## src/rtl/tetris_pkg.sv

```systemverilog
// Purpose: shared playfield geometry, FSM encoding, rotation map and line-score table.
// Latency: n/a (types, constants and combinational helper functions only).
// Backpressure: n/a.
// Contents: FIELD_W/FIELD_H/BLK/FIELD_BITS, state_t, rot_index(), score_inc().
package tetris_pkg;

  localparam int FIELD_W    = 20;
  localparam int FIELD_H    = 20;
  localparam int BLK        = 4;
  localparam int FIELD_BITS = FIELD_W * FIELD_H;

  localparam logic [1:0] ST_IDLE  = 2'd0;
  localparam logic [1:0] ST_MERGE = 2'd1;
  localparam logic [1:0] ST_SCAN  = 2'd2;
  localparam logic [1:0] ST_DONE  = 2'd3;

  typedef enum logic [1:0] {
    S_IDLE  = ST_IDLE,
    S_MERGE = ST_MERGE,
    S_SCAN  = ST_SCAN,
    S_DONE  = ST_DONE
  } state_t;

  // Index into the unrotated 4x4 mask for destination cell (bx,by) under rotation rot.
  // All terms stay within 0..15, so 4-bit modular arithmetic never goes negative.
  function automatic logic [3:0] rot_index(input logic [1:0] bx,
                                           input logic [1:0] by,
                                           input logic [1:0] rot);
    logic [3:0] x;
    logic [3:0] y;
    x = {2'b00, bx};
    y = {2'b00, by};
    case (rot)
      2'd0:    rot_index = (y << 2) + x;
      2'd1:    rot_index = 4'd12 + y - (x << 2);
      2'd2:    rot_index = 4'd15 - (y << 2) - x;
      default: rot_index = 4'd3 - y + (x << 2);
    endcase
  endfunction

  // Points awarded for the lines removed by one lock.
  function automatic logic [3:0] score_inc(input logic [2:0] lines);
    case (lines)
      3'd0:    score_inc = 4'd0;
      3'd1:    score_inc = 4'd1;
      3'd2:    score_inc = 4'd3;
      3'd3:    score_inc = 4'd5;
      default: score_inc = 4'd8;
    endcase
  endfunction

endpackage

```

## src/rtl/block_cell_index.sv

```systemverilog
// Purpose: maps a destination cell (bx,by) of the rotated piece to its source mask bit.
// Latency: combinational.
// Backpressure: none.
// Ports: bx, by (2b each) cell in bounding box; rot (2b) rotation; idx (4b) mask bit index.
module block_cell_index
  import tetris_pkg::*;
(
  input  logic [1:0] bx,
  input  logic [1:0] by,
  input  logic [1:0] rot,
  output logic [3:0] idx
);

  assign idx = rot_index(bx, by, rot);

endmodule

```

## src/rtl/field_lock_clear.sv

```systemverilog
// Purpose: merges the locked 4x4 piece into the 20x20 field, then removes full rows.
// Latency: accepted start -> done = 1 + 16 + (20 + rows_cleared) + 1 cycles.
// Backpressure: none; start is only sampled in IDLE, starts while busy or in DONE are dropped.
// Ports: clk, rst (async, active-high); start, block, block_pos_x/y, rotate, field_in (request);
//        busy, done, field_out, lines_cleared (result); score only when SCORE_LINES_EN is defined.
module field_lock_clear
  import tetris_pkg::*;
(
  input  logic                  clk,
  input  logic                  rst,
  input  logic                  start,
  input  logic [15:0]           block,
  input  logic [4:0]            block_pos_x,
  input  logic [4:0]            block_pos_y,
  input  logic [2:0]            rotate,
  input  logic [FIELD_BITS-1:0] field_in,
  output logic                  busy,
  output logic                  done,
  output logic [FIELD_BITS-1:0] field_out,
  output logic [2:0]            lines_cleared
`ifdef SCORE_LINES_EN
  ,
  output logic [15:0]           score
`endif
);

  state_t      state;
  logic [15:0] blk_q;
  logic [4:0]  px_q;
  logic [4:0]  py_q;
  logic [1:0]  rot_q;
  logic [3:0]  i_q;
  logic [4:0]  r_q;

  // Current merge cell within the bounding box.
  logic [1:0]  bx;
  logic [1:0]  by;
  logic [3:0]  src_idx;
  logic        src_bit;
  logic [5:0]  cell_x;
  logic [5:0]  cell_y;
  logic        in_range;
  logic [8:0]  cell_idx;

  assign bx = i_q[1:0];
  assign by = i_q[3:2];

  block_cell_index u_idx (
    .bx  (bx),
    .by  (by),
    .rot (rot_q),
    .idx (src_idx)
  );

  assign src_bit  = blk_q[src_idx];
  // 6-bit sums so a position of 31 plus an offset of 3 lands out of range instead of wrapping.
  assign cell_x   = {1'b0, px_q} + {4'b0000, bx};
  assign cell_y   = {1'b0, py_q} + {4'b0000, by};
  assign in_range = (cell_x < 6'(FIELD_W)) && (cell_y < 6'(FIELD_H));
  assign cell_idx = 9'(cell_y[4:0]) * 9'(FIELD_W) + 9'(cell_x[4:0]);

  // Row scan: is row r full, and what the field looks like with row r removed.
  logic                  row_full;
  logic [FIELD_BITS-1:0] field_shift;

  always_comb begin
    row_full    = &field_out[int'(r_q)*FIELD_W +: FIELD_W];
    field_shift = field_out;
    for (int k = 0; k < FIELD_H; k++) begin
      if (k == 0) begin
        field_shift[0 +: FIELD_W] = '0;
      end else if (k <= int'(r_q)) begin
        field_shift[k*FIELD_W +: FIELD_W] = field_out[(k-1)*FIELD_W +: FIELD_W];
      end
    end
  end

`ifdef SCORE_LINES_EN
  logic [16:0] score_sum;
  assign score_sum = {1'b0, score} + 17'(score_inc(lines_cleared));
`endif

  always_ff @(posedge clk or posedge rst) begin
    if (rst) begin
      state         <= S_IDLE;
      blk_q         <= '0;
      px_q          <= '0;
      py_q          <= '0;
      rot_q         <= '0;
      i_q           <= '0;
      r_q           <= '0;
      busy          <= 1'b0;
      done          <= 1'b0;
      field_out     <= '0;
      lines_cleared <= '0;
`ifdef SCORE_LINES_EN
      score         <= '0;
`endif
    end else begin
      case (state)
        S_IDLE: begin
          done <= 1'b0;
          if (start) begin
            blk_q         <= block;
            px_q          <= block_pos_x;
            py_q          <= block_pos_y;
            rot_q         <= 2'(rotate % 3'd4);
            field_out     <= field_in;
            i_q           <= '0;
            lines_cleared <= '0;
            busy          <= 1'b1;
            state         <= S_MERGE;
          end
        end

        S_MERGE: begin
          if (src_bit && in_range) begin
            field_out[cell_idx] <= 1'b1;
          end
          i_q <= i_q + 4'd1;
          if (i_q == 4'd15) begin
            r_q   <= 5'(FIELD_H - 1);
            state <= S_SCAN;
          end
        end

        S_SCAN: begin
          // A cleared row pulls an empty row in at the top, so re-checking the same r
          // always terminates within FIELD_H extra cycles.
          if (row_full) begin
            field_out <= field_shift;
            if (lines_cleared != 3'd7) begin
              lines_cleared <= lines_cleared + 3'd1;
            end
          end else if (r_q == 5'd0) begin
            done  <= 1'b1;
            busy  <= 1'b0;
            state <= S_DONE;
`ifdef SCORE_LINES_EN
            score <= score_sum[16] ? 16'hFFFF : score_sum[15:0];
`endif
          end else begin
            r_q <= r_q - 5'd1;
          end
        end

        default: begin
          done  <= 1'b0;
          state <= S_IDLE;
        end
      endcase
    end
  end

endmodule

```

## config.mk

```make
export PLATFORM = sky130hd
export DESIGN_NAME = field_lock_clear
export DESIGN_NICKNAME = d
export VERILOG_FILES = /design/src/rtl/tetris_pkg.sv /design/src/rtl/block_cell_index.sv /design/src/rtl/field_lock_clear.sv
export SDC_FILE = /design/constraint.sdc
export NUM_CORES = 2
export LEC_CHECK = 0
export ABC_AREA = 1
export CAP_MARGIN = 40
export CORE_AREA = 2 2 323 325
export DETAILED_ROUTE_END_ITERATION = 16
export DIE_AREA = 0 0 325 327
export PLACE_DENSITY_LB_ADDON = 0.2
export SLEW_MARGIN = 20
export SYNTH_ARGS = -nofsm -noshare
export SYNTH_HDL_FRONTEND = slang
export SYNTH_SLANG_ARGS = --single-unit
```

## constraint.sdc

```tcl
create_clock -name clk -period 28.8 [get_ports clk]
set_clock_uncertainty 0.2 [all_clocks]
set_input_delay 4.32 -clock clk [delete_from_list [all_inputs] [get_ports clk]]
set_output_delay 4.32 -clock clk [all_outputs]
set_load 0.03 [all_outputs]
```

==> results.sh <==
export IMPL_synth_seq_area_share_pct=31.09
export IMPL_io_pins=837
export IMPL_place_congestion=1.002
export IMPL_synth_largest_area_cell="dfrtp_1"
export IMPL_cp_top_family="buffers and inverters"
export IMPL_drtIter0Drc=6907
export IMPL_muxShareOfSynthArea_pct=0.5357
export IMPL_yosys_area_share_simple_pct=41.45
export IMPL_die_w_um=325
export IMPL_nNetsFinal=6927
export IMPL_syn_nets=6325
export IMPL_cp_num_buf_inv=8
export IMPL_synth_avg_cell_area_um2=6.094
export IMPL_hold_class="reg -> reg"
export IMPL_h_tree_depth=2
export IMPL_critical_path_max_stage_delay_ns=0.73
export IMPL_initial_core_util_pct=34.73
export IMPL_core_area_mm2=0.1029
export IMPL_syn_area_mm2=0.03573
export IMPL_die_h_um=327
export IMPL_path_clk_slew_ns=0.06
export IMPL_ant_nets=0
export IMPL_syn_to_final_growth_pct=33.09
export IMPL_cts_buffers=59
export IMPL_drive_gt1_share_pct=4.808
export IMPL_finalHoldViolations=0
export IMPL_drc_errors=0
export IMPL_start_kind="input port"
export IMPL_synth_xor_area_share_pct=0.3151
export IMPL_antenna_found_initial=18
export IMPL_first_pass_iters=7
export IMPL_clockBufferDepth=3
export IMPL_cts_hold_buffers_added=0
export IMPL_outcome="complete, no violations"
export IMPL_synthCells=5864
export IMPL_maxCapViolCount=0
export IMPL_synth_warnings=0
export IMPL_grt_max_degree=184
export IMPL_max_slew_margin_pct=31.45
export IMPL_clock_sinks=444
export IMPL_synth_top_cell_area_share_pct=31.09
export IMPL_wl_per_cell_um=28.78
export IMPL_setup_tns_final_ns=0
export IMPL_synth_distinct_cells=45
export IMPL_row_count=118
export IMPL_grt_pass1_wl_mm=316.7
export IMPL_synth_seq_cells=444
export IMPL_path_common_cell="buf_4"
export IMPL_via_per_inst=5.833
export IMPL_worstSkewPairLatency_ns=0.70
export IMPL_crit_arrival_ns=7.74
export IMPL_slew_viol_final=0
export IMPL_grt_usage_pct=41.02
export IMPL_grt_setup_unrepaired="false"
export IMPL_hpwlAfterDp_mm=164.7
export IMPL_synth_top_family_by_area="simple AND/OR/NAND/NOR gates"
export IMPL_cp_max_fo=83
export IMPL_dieArea_mm2=0.1063
export IMPL_cts_tree="done"
export IMPL_synth_area_top_cells="dfrtp_1 (31%), nand2_1 (23%), nand4_1 (7.8%), o21ai_0 (6.2%), nor2_1 (5.9%)"
export IMPL_vias=46090
export IMPL_synth_fa_ha_area_share_pct=1.099
export IMPL_synth_compound_area_share_pct=13.74
export IMPL_grt_pass1_vias=42320
export IMPL_wirelength_mm=227.4
export IMPL_post_cts_buffers=0
export IMPL_slowest_stage="buf_4"
export IMPL_root_buffer="clkbuf_16"
export IMPL_fmax_ghz=0.1414
export IMPL_worst_pin_slew_ns=1.028
export IMPL_cts_resized=0
export IMPL_overflow=0
export IMPL_path_cells="clkdlybuf4s50_1, inv_8, buf_16, buf_4, buf_4, buf_12, buf_4, buf_12"
export IMPL_setup_viol=0
export IMPL_endpoint_kind="asynchronous set/reset pin"
export IMPL_finalCritPeriodShare_pct=24.55
export IMPL_critical_path_class="in -> async"
export IMPL_min_period_ns=7.071
export IMPL_required_ns=29.47
export IMPL_io_buffers=835
==> flip-flops by register name, summed over array words and instances, names as in the netlist <==
signal	count
lines_cleared	3
i_q	4
px_q	5
field_out	400
rot_q	2
busy	1
done	1
py_q	5
r_q	5
state	2
blk_q	16
==> cell type report <==
type,count,area (um2)
diodes,12,30.03
multi-input cells,4399,20540
well taps,1380,1727
inverters,571,2166
clock buffers,93,1785
fillers,11040,55350
repair buffers,991,10070
flip-flops and latches,444,11110
clock inverters,12,127.6
==> tightest hold or removal path: cells and delay by family, from the launching register on <==
kind | cells | cell delay (ns)
DFF | 1 | 0.35
and+or+nand+nor | 2 | 0.12
==> worst paths after layout <==
path,cells past startpoint,slack [ns],start,end
setup / recovery,8,21.73,rst,field_out[126]
hold / removal,2,0.29,busy,busy
setup reg to reg,17,21.98,r_q[0],field_out[362]
hold reg to reg,2,0.29,busy,busy
max in group clk,12,21.84,start,field_out[243]
min in group asynchronous,2,3.75,rst,field_out[142]
==> metal layers <==
metal / vias to the layer above / GRT usage [%] / routed length (um)
met5: - / 0 / 62
li1: 20150 / - / -
met4: 10 / 26.75 / 17190
met1: 21920 / 53.32 / 87280
met3: 667 / 11.52 / 28160
met2: 3347 / 59.47 / 94700
==> per-stage QoR <==
stage	hold slack, ns	cell area (um2)	setup WS, ns	utilization [%]	std cells
after floorplan	0.2699	35730	11.91	-	5864
final	0.2946	47560	21.73	46.22	7902
after detailed placement	0.2647	45500	20.87	44.21	7779
after global routing	0.3024	47550	21.42	46.20	7897
after global placement	0.2796	44720	20.48	43.46	7734
after CTS	0.2915	47410	21.59	46.07	7884
==> logic make-up after synthesis <==
group,after synthesis
buffers and inverters,1021
DFF,444
AOI/OAI and AO/OA,830
muxes,17
adders and majority gates,29
and+or+nand+nor,3511
xor gates and xnor gates,12
==> Yosys cell counts, drive strengths merged <==
cell,number
nand2,2147
nor2,565
inv,553
o21ai,494
dfrtp,444
nand4,444
nand3,345
buf,231
o21bai,221
clkbuf,219
o211ai,64
a21oi,30
ha,25
clkinv,18
mux2,17
xor2,10
o22ai,9
a31oi,7
fa,4
nand3b,3
nor3,3
or2,2
xnor2,2
a211oi,1
a311oi,1
a41oi,1
and2,1
and3,1
o21a,1
o31ai,1
==> cells in the final DEF, fill, tap and decap left out, drive strengths merged, types with 3 or more instances in the layout <==
cell / Yosys / layout
o21ai: 494 / 494
nand2: 2147 / 2147
a31oi: 7 / 7
diode: 0 / 12
nand3b: 3 / 3
a21oi: 30 / 30
nor2: 565 / 565
ha: 25 / 25
mux2: 17 / 17
clkbuf: 219 / 93
nand4: 444 / 444
o211ai: 64 / 64
o22ai: 9 / 9
clkdlybuf4s50: 0 / 835
clkinv: 18 / 17
dfrtp: 444 / 444
o21bai: 221 / 221
nand3: 345 / 345
xor2: 10 / 10
fa: 4 / 4
nor3: 3 / 3
inv: 553 / 563
buf: 231 / 156
Power is left out: the tool's default activity adds up to more than one toggle a clock period on the data nets, which glitch-free logic cannot reach.
